==> src/rtl/arcade_input_pkg.sv <==
// Shared constants and types for the arcade input-conditioning stage:
// button bit positions, coin FSM states and the tick-period helper.
package arcade_input_pkg;

   localparam int BTN_RIGHT  = 0;
   localparam int BTN_LEFT   = 1;
   localparam int BTN_DOWN   = 2;
   localparam int BTN_UP     = 3;
   localparam int BTN_FIRE   = 4;
   localparam int BTN_START1 = 5;
   localparam int BTN_START2 = 6;
   localparam int BTN_COIN   = 7;

   typedef logic [7:0] btn_vec_t;

   typedef enum logic [1:0] {
      IDLE  = 2'd0,
      PULSE = 2'd1,
      GAP   = 2'd2
   } coin_st_t;

   // Number of clk_sys cycles spanned by `ms` milliseconds.
   function automatic int ms_to_ticks(input int clk_hz, input int ms);
      return (clk_hz / 1000) * ms;
   endfunction

endpackage

==> src/rtl/in_debounce.sv <==
// Single-bit two-flop synchroniser followed by a tick-driven debouncer:
// the output follows the synced input once it has differed for DEB_MS ticks.
module in_debounce
   import arcade_input_pkg::*;
#(
   parameter int DEB_MS = 2
) (
   input  logic clk_i,
   input  logic rst_ni,
   input  logic tick_i,
   input  logic raw_i,
   output logic deb_o
);

   localparam int CW = $clog2(DEB_MS + 1);

   logic [1:0]    sync_q;
   logic [CW-1:0] cnt_q, cnt_d;
   logic          deb_q, deb_d;

   always_comb begin
      cnt_d = cnt_q;
      deb_d = deb_q;
      if (sync_q[1] == deb_q) begin
         cnt_d = '0;
      end else if (tick_i) begin
         // The tick that brings the count to DEB_MS commits the new value.
         if (cnt_q == CW'(DEB_MS - 1)) begin
            deb_d = sync_q[1];
            cnt_d = '0;
         end else begin
            cnt_d = cnt_q + 1'b1;
         end
      end
   end

   always_ff @(posedge clk_i or negedge rst_ni) begin
      if (!rst_ni) begin
         sync_q <= '0;
         cnt_q  <= '0;
         deb_q  <= 1'b0;
      end else begin
         sync_q <= {sync_q[0], raw_i};
         cnt_q  <= cnt_d;
         deb_q  <= deb_d;
      end
   end

   assign deb_o = deb_q;

endmodule

==> src/rtl/arcade_input_cond.sv <==
// Player input conditioning: sync/debounce, Horz direction remap and coin
// pulse shaping. Optional autofire is enabled by ARCADE_INPUT_AUTOFIRE_EN.
module arcade_input_cond
   import arcade_input_pkg::*;
#(
   parameter int CLK_HZ  = 18432000,
   parameter int DEB_MS  = 2,
   parameter int COIN_MS = 100,
   parameter int GAP_MS  = 100
`ifdef ARCADE_INPUT_AUTOFIRE_EN
   ,
   parameter int AF_MS   = 50
`endif
) (
   input  logic       clk_sys,
   input  logic       reset_n,
   input  logic [7:0] raw_p1,
   input  logic [7:0] raw_p2,
   input  logic       rotate,
`ifdef ARCADE_INPUT_AUTOFIRE_EN
   input  logic       autofire,
`endif
   output logic       left1,
   output logic       right1,
   output logic       fire1,
   output logic       start1,
   output logic       left2,
   output logic       right2,
   output logic       fire2,
   output logic       start2,
   output logic       coin,
   output logic       coin_busy
);

   localparam int TICK_DIV = ms_to_ticks(CLK_HZ, 1);
   localparam int PW       = (TICK_DIV > 1) ? $clog2(TICK_DIV) : 1;
   localparam int CMAX     = (COIN_MS > GAP_MS) ? COIN_MS : GAP_MS;
   localparam int CW       = $clog2(CMAX + 1);

   logic [PW-1:0] pre_q;
   logic          tick;

   assign tick = (pre_q == PW'(TICK_DIV - 1));

   always_ff @(posedge clk_sys or negedge reset_n) begin
      if (!reset_n)  pre_q <= '0;
      else if (tick) pre_q <= '0;
      else           pre_q <= pre_q + 1'b1;
   end

   logic [15:0] raw_all, deb_all;
   btn_vec_t    deb_p1, deb_p2;

   assign raw_all = {raw_p2, raw_p1};

   generate
      for (genvar i = 0; i < 16; i++) begin : g_deb
         in_debounce #(.DEB_MS(DEB_MS)) u_deb (
            .clk_i  (clk_sys),
            .rst_ni (reset_n),
            .tick_i (tick),
            .raw_i  (raw_all[i]),
            .deb_o  (deb_all[i])
         );
      end
   endgenerate

   assign deb_p1 = deb_all[7:0];
   assign deb_p2 = deb_all[15:8];

   // rotate is quasi-static, so a plain synchroniser is enough.
   logic [1:0] rot_q;
   logic       rot;

   always_ff @(posedge clk_sys or negedge reset_n) begin
      if (!reset_n) rot_q <= '0;
      else          rot_q <= {rot_q[0], rotate};
   end

   assign rot = rot_q[1];

   logic [1:0] deb_fire, fire_nxt;
   assign deb_fire = {deb_p2[BTN_FIRE], deb_p1[BTN_FIRE]};

`ifdef ARCADE_INPUT_AUTOFIRE_EN
   localparam int AW = $clog2(AF_MS + 1);

   logic [1:0][AW-1:0] af_cnt_q;
   logic [1:0]         af_ph_q;

   // Phase parks high while released so a fresh press starts with fire on.
   always_ff @(posedge clk_sys or negedge reset_n) begin
      if (!reset_n) begin
         af_cnt_q <= '0;
         af_ph_q  <= '1;
      end else begin
         for (int i = 0; i < 2; i++) begin
            if (!deb_fire[i] || !autofire) begin
               af_cnt_q[i] <= '0;
               af_ph_q[i]  <= 1'b1;
            end else if (tick) begin
               if (af_cnt_q[i] == AW'(AF_MS - 1)) begin
                  af_cnt_q[i] <= '0;
                  af_ph_q[i]  <= ~af_ph_q[i];
               end else begin
                  af_cnt_q[i] <= af_cnt_q[i] + 1'b1;
               end
            end
         end
      end
   end

   assign fire_nxt = deb_fire & (af_ph_q | {2{~autofire}});
`else
   assign fire_nxt = deb_fire;
`endif

   always_ff @(posedge clk_sys or negedge reset_n) begin
      if (!reset_n) begin
         left1  <= 1'b0;
         right1 <= 1'b0;
         fire1  <= 1'b0;
         start1 <= 1'b0;
         left2  <= 1'b0;
         right2 <= 1'b0;
         fire2  <= 1'b0;
         start2 <= 1'b0;
      end else begin
         left1  <= rot ? deb_p1[BTN_DOWN] : deb_p1[BTN_LEFT];
         right1 <= rot ? deb_p1[BTN_UP]   : deb_p1[BTN_RIGHT];
         left2  <= rot ? deb_p2[BTN_DOWN] : deb_p2[BTN_LEFT];
         right2 <= rot ? deb_p2[BTN_UP]   : deb_p2[BTN_RIGHT];
         fire1  <= fire_nxt[0];
         fire2  <= fire_nxt[1];
         start1 <= deb_p1[BTN_START1] | deb_p2[BTN_START1];
         start2 <= deb_p1[BTN_START2] | deb_p2[BTN_START2];
      end
   end

   logic [1:0] coin_prev_q, coin_rise, nreq;
   coin_st_t   st_q, st_d;
   logic [CW-1:0] cnt_q, cnt_d;
   logic       pend_q, pend_d;
   logic       expire;

   assign coin_rise = {deb_p2[BTN_COIN], deb_p1[BTN_COIN]} & ~coin_prev_q;
   assign nreq      = {1'b0, coin_rise[0]} + {1'b0, coin_rise[1]};
   assign expire    = tick && (cnt_q <= CW'(1));

   always_comb begin
      st_d   = st_q;
      cnt_d  = cnt_q;
      pend_d = pend_q;
      // One credit can queue behind the active pulse; extras are dropped.
      if (nreq != 2'd0 && st_q != IDLE) pend_d = 1'b1;
      case (st_q)
         IDLE: begin
            if (nreq != 2'd0) begin
               st_d   = PULSE;
               cnt_d  = CW'(COIN_MS);
               pend_d = (nreq == 2'd2);
            end
         end
         PULSE: begin
            if (expire) begin
               st_d  = GAP;
               cnt_d = CW'(GAP_MS);
            end else if (tick) begin
               cnt_d = cnt_q - 1'b1;
            end
         end
         GAP: begin
            if (expire) begin
               if (pend_q) begin
                  st_d   = PULSE;
                  cnt_d  = CW'(COIN_MS);
                  pend_d = (nreq != 2'd0);
               end else if (nreq != 2'd0) begin
                  st_d   = PULSE;
                  cnt_d  = CW'(COIN_MS);
                  pend_d = (nreq == 2'd2);
               end else begin
                  st_d   = IDLE;
                  cnt_d  = '0;
               end
            end else if (tick) begin
               cnt_d = cnt_q - 1'b1;
            end
         end
         default: begin
            st_d   = IDLE;
            cnt_d  = '0;
            pend_d = 1'b0;
         end
      endcase
   end

   always_ff @(posedge clk_sys or negedge reset_n) begin
      if (!reset_n) begin
         coin_prev_q <= '0;
         st_q        <= IDLE;
         cnt_q       <= '0;
         pend_q      <= 1'b0;
      end else begin
         coin_prev_q <= {deb_p2[BTN_COIN], deb_p1[BTN_COIN]};
         st_q        <= st_d;
         cnt_q       <= cnt_d;
         pend_q      <= pend_d;
      end
   end

   assign coin      = (st_q == PULSE);
   assign coin_busy = (st_q != IDLE) | pend_q;

endmodule
==> config.mk <==
export PLATFORM = sky130hd
export DESIGN_NAME = arcade_input_cond
export DESIGN_NICKNAME = d
export VERILOG_FILES = /design/src/rtl/arcade_input_pkg.sv /design/src/rtl/in_debounce.sv /design/src/rtl/arcade_input_cond.sv
export SDC_FILE = /design/constraint.sdc
export NUM_CORES = 1
export LEC_CHECK = 0
export BUFFER_PORTS_ARGS = -buffer_cell sky130_fd_sc_hd__buf_2
export CORE_UTILIZATION = 40
export DETAILED_ROUTE_END_ITERATION = 7
export SLEW_MARGIN = 20
export SYNTH_ARGS = -nofsm -noshare
export SYNTH_HDL_FRONTEND = slang
export SYNTH_SLANG_ARGS = --single-unit
==> constraint.sdc <==
create_clock -name clk_sys -period 2.5 [get_ports clk_sys]
set_input_delay 0.25 -clock clk_sys [delete_from_list [all_inputs] [get_ports clk_sys]]
set_output_delay 0.25 -clock clk_sys [all_outputs]
set_load 0.01 [all_outputs]
# Yosys cells after proc, flatten, opt, wreduce, memory -nomap -nowiden
# Index checks and enable logic that the tools add are counted.
dict set report op_classes {
  order_cmp 1
  reduce_logical 38
  n_eq_ne 39
  mux 71
  addsub 19
  bitwise 21
}
# cell n
set ops {}
lappend ops {{$mux 2} 51}
lappend ops {{$reduce_and 3->1} 17}
lappend ops {{$mux 7} 6}
lappend ops {{$reduce_bool 2->1} 18}
lappend ops {{$eq 2x1->1 const B} 17}
lappend ops {{$add 2x1->2 const B} 16}
lappend ops {{$pmux 7 s3} 1}
lappend ops {{$eq 1x1->1} 16}
lappend ops {{$not 1->1} 16}
lappend ops {{$add 15x1->15 const B} 1}
lappend ops {{$eq 15x15->1 const B} 1}
lappend ops {{$mux 15} 1}
lappend ops {{$mux 1} 10}
lappend ops {{$le 7x1->1 const B} 1}
lappend ops {{$sub 7x1->7 const B} 1}
lappend ops {{$pmux 2 s3} 1}
lappend ops {{$eq 2x2->1 const B} 2}
lappend ops {{$ne 2x2->1 const B} 2}
lappend ops {{$or 1x1->1} 3}
lappend ops {{$pmux 1 s3} 1}
lappend ops {{$add 1x1->2} 1}
lappend ops {{$and 2x2->2} 1}
lappend ops {{$logic_and 1x1->1} 2}
lappend ops {{$logic_not 2->1} 1}
lappend ops {{2 further kinds} 2}
dict set report totals {
  elab_cells 251
  input_bits 19
  output_inout_bits 10
  regBits 117
}

# Longest topological paths before layout
# Gate-level depths: netlist of the first run.
dict set report logic_depth {
  ltp_word 10
  depth_mapped 8
  ltp_nobuf 7
}

# By module
# From an unflattened synthesis of the first run, not the netlist that was laid out.
dict set report unflattened {
  hier_cells 362
  hier_area_um2 4753.3
}
# module instances area_per_inst_um2 cells_per_inst
set modules_own_cells {}
lappend modules_own_cells {in_debounce 16 181.4 12}
lappend modules_own_cells {arcade_input_cond 1 1850.5 170}

# Worst setup path after synthesis of the first run
# No wires, ideal clock.
dict set report synth_path {
  path_type {register -> register}
  start {register pre_q[11]}
  end {register cnt_q[4]}
  arrival_ns 2.233
  setup_time_ns 0.064
  path_slack_ns 0.203
  synth_period_minus_slack_ns 2.297
  stages_incl_launch_ff 7
  required_ns 2.436
  path_buffers 1
  cell_sequence {dfrtp_1 > or4b_4 > or4_1 > buf_2 > or4_1 > a21oi_1 > a21o_1}
}
dict set report synth_via {
  elab_chain_len 4
  elab_cells_between_ends 6
  classes_between {1 x eq/ne; 4 x mux; 1 x reduce/logical}
}
# element line_no
set synth_lines {}
lappend synth_lines {{from (decl)} arcade_input_cond.sv:40} ;# logic [PW-1:0] pre_q;
lappend synth_lines {{from (signal assigned)} arcade_input_cond.sv:48} ;# else pre_q <= pre_q + 1'b1;
lappend synth_lines {{$eq 15x15->1 *} arcade_input_cond.sv:43} ;# assign tick = (pre_q == PW'(TICK_DIV - 1));
lappend synth_lines {{$mux 7 / $logic_and 1x1->1 (equally long branches)} -}
lappend synth_lines {{$mux 7 (on tied branches)} {arcade_input_cond.sv:173, arcade_input_cond.sv:165}}
lappend synth_lines {{$pmux 7 s3 *} arcade_input_cond.sv:156} ;# case (st_q)
lappend synth_lines {{to (signal assigned)} arcade_input_cond.sv:207} ;# cnt_q <= cnt_d;
lappend synth_lines {{to (decl)} arcade_input_cond.sv:142} ;# logic [CW-1:0] cnt_q, cnt_d;
# Every way passes the cells marked *; elsewhere a longest branch is shown, timed or not.
# A chain may end at the register's enable or synchronous reset.

# Final worst setup path of the first run
dict set report layout_path {
  start {register pre_q[13]}
  end {register cnt_q[1]}
}
# Same word-level chain as after synthesis.

==> flow_summary.json, run 1 <==
{
  "max_slew_margin": 0.474,
  "power_leakage_uw": 0.00281,
  "path_class": "reg2reg",
  "core-area_sq_um": 11000,
  "worstSetupStartpointType": "flop",
  "hold_path_class": "reg2reg",
  "use_met1": 0.183,
  "slowest_delay_ps": 540,
  "die_h_um": 109,
  "synth-seq-area-share": 0.635,
  "seqCellArea_sq_um": 2930,
  "worstPathMaxFanout": 8,
  "cts_inserted_buffers": 17,
  "dr.pass1.iters": 5,
  "wl_per_cell_um": 12.8,
  "path_buf_inv": 1,
  "yosysUniqueCellTypes": 42,
  "grt_pass1_wl_mm": 13.5,
  "num_rows": 38,
  "syn_nets": 408,
  "initial_core_util": 0.418,
  "totalWireLength_mm": 7.79,
  "status": "completed",
  "maxSlewViolCount": 0,
  "layout.nets": 476,
  "fillers": 949,
  "final.setup_skew_ps": 8.17,
  "ys_warn_count": 0,
  "cts.sinks": 117,
  "cts_tree": "done",
  "period_share": 0.925,
  "cp_top_family": "simple AND/OR/NAND/NOR gates",
  "track_usage": 0.152,
  "ios": 29,
  "gp_congestion": 0.837,
  "overflow": 0,
  "synth_area_per_cell_sq_um": 11.9,
  "dieWidth_um": 109,
  "fmax_mhz": 432,
  "drive_gt1_frac": 0.214,
  "power_density_nw_per_um2": 783,
  "hpwl_mm": 4.92,
  "use_met3": 0.0605,
  "vias": 2976,
  "gr-max-usage-layer": "met2",
  "hold_viol_final": 0,
  "crit_chain": "or4b_4 -> or4_4 -> buf_4 -> or4_1 -> o21ai_0",
  "ant_nets": 0,
  "insertion_delay_ps": 410,
  "cts.reportedPaths.clkPinSlew_ps": 50,
  "multi_input_comb_area_sq_um": 1630,
  "drt_iter0_drc": 102,
  "crit_arrival_ps": 2630,
  "required_ps": 2820,
  "layout_commonest_cell": "dfrtp_1",
  "grt_antenna_before_repair": 0,
  "rsz0062_at_grt": "no",
  "fin_crit_ps": 2310,
  "maxCapViolCount": 0,
  "vdd_drop_max_v": 0.000562,
  "grt_max_degree": 63,
  "port_buffers": 28,
  "worst_pin_slew_ps": 789,
  "area_growth_pct": 26.1,
  "die-area_sq_um": 12000,
  "setup_violations": 0,
  "drc_errors": 0,
  "final_cell_mix": "dfrtp_1 (117), nand2_1 (47), a21oi_1 (28)",
  "final.setup.tns_ps": 0,
  "whs_ps": 345,
  "cp-end-kind": "flop",
  "cp_slowest_cell": "or4b_4",
  "grt_pass1_vias": 2936,
  "synth_cells": 386,
  "htreeDepth": 4,
  "syn_area_sq_um": 4610,
  "clockBufferDepth": 2,
  "met2_usage": 0.245,
  "cts_root_buffer": "clkbuf_16",
  "diodes": 0,
  "viasPerCell": 4.90,
  "postCtsSetupRepairBufs": 0,
  "ys_ff_latch": 117
}
-- cells by family after synthesis --
logic type | synth area share
simple gates | 0.146
flops | 0.635
compound gates | 0.0638
xor+xnor | 0.0779
mux | 0.0532
buf+inv | 0.0136
fa+ha+maj | 0.0103
-- timing repair --
item | CTS | global route
endpoints found under the setup margin | 0 | 2
resized for setup | 0 | 1
hold buffers | 18 | 0
endpoints found under the hold margin | 77 | 0
-- path summary, 6_finish.rpt --
kind / endpoint / depth (start not counted) / start / slack [ps]
setup reg to reg: cnt_q[1] / 5 / pre_q[13] / 190
hold reg to reg: g_deb[14].u_deb.sync_q[1] / 0 / g_deb[14].u_deb.sync_q[0] / 350
hold / removal: g_deb[14].u_deb.sync_q[1] / 0 / g_deb[14].u_deb.sync_q[0] / 350
max in group asynchronous: g_deb[13].u_deb.deb_o / 3 / reset_n / 1320
setup / recovery: cnt_q[1] / 5 / pre_q[13] / 190
min in group asynchronous: g_deb[15].u_deb.cnt_q[0] / 2 / reset_n / 480
-- metal layers --
layer  vias up  routed length [um]
met5         -                   0
met4         0                  80
met3         6                 283
met2        50                3870
met1      1482                3550
li1       1438                   -
-- sequential cells by signal, summed over array words and instances (netlist names) --
signal,cells
g_deb.u_deb.cnt_q,32
g_deb.u_deb.sync_q,32
g_deb.u_deb.deb_o,16
pre_q,15
cnt_q,7
coin_prev_q,2
rot_q,2
st_q,2
fire1,1
fire2,1
left1,1
left2,1
pend_q,1
right1,1
right2,1
start1,1
start2,1
-- metrics by stage --
step                       util  std cells  area (sq um)  worst slack, ps  total power, uW
after detailed placement  0.454        557          5010              118             2040
after floorplan               -        386          4610              203             1980
after CTS                 0.527        607          5810              116             4620
after global placement    0.454        557          5010              164             2040
after global routing      0.527        607          5810              111             4710
final                     0.527        607          5810              187             4550
-- power breakdown --
part / switching, uW / total, uW / internal [uW]
Clock: 833 / 2530 / 1690
Combinational: 46.9 / 85.7 / 38.7
Sequential: 13.1 / 1940 / 1920
-- layout make-up --
| type | count | area share |
|---|---|---|
| sequential | 117 | 0.504 |
| multi-input combinational | 253 | 0.281 |
| tap | 140 | 0.0301 |
| clock buffer | 20 | 0.0768 |
| clock inverter | 12 | 0.0303 |
| timing repair buffer | 59 | 0.0745 |
| inverter | 6 | 0.00387 |
-- synth_stat cells, drive strengths merged --
library cell / number / share of area
a211oi: 2 / 0.0033
a21boi: 1 / 0.0016
a21o: 1 / 0.0016
a21oi: 28 / 0.030
a221o: 1 / 0.0022
a2bb2oi: 1 / 0.0019
a311oi: 1 / 0.0019
a31oi: 1 / 0.0014
and2: 17 / 0.023
buf: 4 / 0.0038
clkbuf: 6 / 0.0049
dfrtp: 117 / 0.64
ha: 3 / 0.0081
inv: 6 / 0.0049
maj3: 1 / 0.0022
mux2: 20 / 0.049
mux2i: 2 / 0.0043
nand2: 47 / 0.038
nand2b: 2 / 0.0027
nand3: 7 / 0.0076
nand4: 2 / 0.0027
nand4b: 1 / 0.0019
nor2: 27 / 0.022
nor2b: 2 / 0.0027
nor3: 9 / 0.011
nor4: 4 / 0.0068
nor4b: 2 / 0.0038
o21a: 2 / 0.0033
o21ai: 10 / 0.011
o21ba: 1 / 0.0022
o221ai: 1 / 0.0019
o22ai: 1 / 0.0014
or2: 3 / 0.0041
or3: 6 / 0.0081
or3b: 1 / 0.0019
or4: 4 / 0.0065
or4b: 1 / 0.0030
xnor2: 23 / 0.044
xor2: 18 / 0.034
(Power assumes the default switching activity.)
==> inputs of run 2 (changes only) <==
--- a/config.mk
+++ b/config.mk
@@ -8,6 +8,7 @@
 export BUFFER_PORTS_ARGS = -buffer_cell sky130_fd_sc_hd__buf_2
 export CORE_UTILIZATION = 40
 export DETAILED_ROUTE_END_ITERATION = 7
+export RECOVER_POWER = 50
 export SLEW_MARGIN = 20
 export SYNTH_ARGS = -nofsm -noshare
 export SYNTH_HDL_FRONTEND = slang
==> constraint.sdc (replaced) <==
create_clock -name clk_sys -period 2.5 [get_ports clk_sys]
set_input_delay 0.75 -clock clk_sys [delete_from_list [all_inputs] [get_ports clk_sys]]
set_output_delay 0.75 -clock clk_sys [all_outputs]
set_load 0.01 [all_outputs]
==> run 2 against run 1 <==
  * The flow now finishes with violations (capacitance limit, slew limit)
  * Via count shrank 3.6%
  * Sequential power hardly changed
  * Maximum frequency rose by 1.1%
  * Worst hold slack worse by 0.78 ps
  * Power shrank 5.2%
  * Largest power group unchanged
  * Highest routed layer unchanged
==> flow_summary.json, run 2 (synthesis gave the netlist of run 1 again) <==
{
  "status": "complete, but fails checks",
  "violations": "capacitance limit, slew limit",
  "overflow": 0,
  "grt_pass1_vias": 2886,
  "required_ps": 2840,
  "p_switching_uw": 880,
  "use_met3": 0.0516,
  "critPathLaunch": "pre_q[11]",
  "totalWireLength_mm": 7.55,
  "htreeDepth": 4,
  "postCtsSetupRepairBufs": 0,
  "pwr-share-comb": 0.015,
  "power.share.sequential": 0.449,
  "min_path_cells": 0,
  "r2r-end": "cnt_q[4]",
  "vias": 2870,
  "cts.reportedPaths.clkPinSlew_ps": 50,
  "crit_arrival_ps": 2630,
  "maxCapViolCount": 1,
  "vdd_drop_max_v": 0.000541,
  "path_class": "reg2reg",
  "drc_errors": 0,
  "track_usage": 0.149,
  "gp_congestion": 0.758,
  "drt_iter0_drc": 93,
  "final_cell_mix": "dfrtp_1 (117), nand2_1 (47), a21oi_1 (28)",
  "clockBufferDepth": 2,
  "ios": 29,
  "fillers": 941,
  "cts_inserted_buffers": 17,
  "max_slew_margin": -0.0498,
  "viasPerCell": 4.86,
  "grt_antenna_before_repair": 0,
  "postCtsHoldBufs": 0,
  "drive_gt1_frac": 0.224,
  "power_leakage_uw": 0.00272,
  "endpoint": "cnt_q[4]",
  "met2_usage": 0.229,
  "dieWidth_um": 109,
  "wl_per_cell_um": 12.8,
  "diodes": 0,
  "die_h_um": 109,
  "reg2reg_from": "pre_q[11]",
  "dr.pass1.iters": 4,
  "core-area_sq_um": 11000,
  "seqCellArea_sq_um": 2930,
  "final.setup_skew_ps": 9.76,
  "r2r_cells": 5,
  "power_switching_share": 0.204,
  "area_growth_pct": 21.6,
  "intPower_uw": 3430,
  "post-route-util": 0.508,
  "num_rows": 38,
  "fmax_mhz": 437,
  "hold_path_class": "reg2reg",
  "hold_viol_final": 0,
  "layout.nets": 460,
  "ant_nets": 0,
  "cts_tree": "done",
  "worstPathMaxFanout": 10,
  "setup_violations": 0,
  "period_share": 0.915,
  "fin_crit_ps": 2290,
  "multi_input_comb_area_sq_um": 1630,
  "worstSetupStartpointType": "flop",
  "die-area_sq_um": 12000,
  "cp-end-kind": "flop",
  "grt_pass1_wl_mm": 13.2,
  "port_buffers": 28,
  "rsz0062_at_grt": "no",
  "power_density_nw_per_um2": 770,
  "use_met1": 0.189,
  "final.setup.tns_ps": 0,
  "cts.sinks": 117,
  "r2r_setup_slack_ps": 210,
  "cts_root_buffer": "clkbuf_16",
  "insertion_delay_ps": 410,
  "worst_pin_slew_ps": 1570,
  "layout_commonest_cell": "dfrtp_1",
  "clkPwrFrac": 0.536,
  "hpwl_mm": 4.94,
  "gr-max-usage-layer": "met2",
  "initial_core_util": 0.418,
  "grt_max_degree": 43,
  "maxSlewViolCount": 28
}
-- run 2: timing repair --
item                       4_1_cts  5_1_grt
hold endpoints to repair         0        0
gates resized for setup          0        1
setup endpoints to repair        0        2
-- run 2: final cells by class --
class                           count  area share
Multi-Input combinational cell    253       0.291
Clock inverter                     12      0.0228
Timing Repair Buffer               43      0.0489
Inverter                            6     0.00402
Tap cell                          140      0.0312
Sequential cell                   117       0.522
Clock buffer                       20      0.0797
-- run 2: critical path, cell delays in order, from the launching register on --
cell	delay, ps
dfrtp_1	380
or4b_4	570
or4_4	500
or4_1	520
a21oi_1	160
a21o_1	90
-- run 2: stage by stage --
stage / instances / setup slack [ps] / hold slack (ps) / instance area (sq um) / power [uW]
floorplan: 386 / 203 / 331 / 4610 / 1980
global placement: 559 / 124 / 332 / 5030 / 2040
detailed placement: 559 / 101 / 335 / 5030 / 2040
CTS: 591 / 78.3 / 260 / 5610 / 4390
global route: 591 / 86.2 / 350 / 5610 / 4490
finish: 591 / 212 / 345 / 5610 / 4320
-- run 2: worst min-delay path by stage --
stage	startpoint	endpoint	slack, ps
2_1_floorplan	g_deb[0].u_deb.sync_q[0]	g_deb[0].u_deb.sync_q[1]	330
3_3_place_gp	g_deb[13].u_deb.sync_q[0]	g_deb[13].u_deb.sync_q[1]	330
3_5_place_dp	g_deb[8].u_deb.sync_q[0]	g_deb[8].u_deb.sync_q[1]	330
4_1_cts	reset_n	cnt_q[5]	260
5_1_grt	g_deb[8].u_deb.sync_q[0]	g_deb[8].u_deb.sync_q[1]	350
6_report	g_deb[11].u_deb.sync_q[0]	g_deb[11].u_deb.sync_q[1]	340
-- run 2: power by group through the flow --
| stage | registers [uW] | clock network (uW) | logic (uW) |
|---|---|---|---|
| after floorplan | 1970 | 0 | 10.3 |
| after global placement | 1970 | 0 | 70.4 |
| after detailed placement | 1970 | 0 | 71.5 |
| after CTS | 1940 | 2380 | 71.8 |
| after global routing | 1940 | 2470 | 79.7 |
| final | 1940 | 2310 | 66.3 |
-- run 2: routing by layer --
metal | vias up | wire [um] | share of wire
met3 | 10 | 292 | 0.039
met5 | - | 0 | 0
met4 | 0 | 125 | 0.017
li1 | 1412 | - | -
met2 | 43 | 3580 | 0.48
met1 | 1405 | 3540 | 0.47
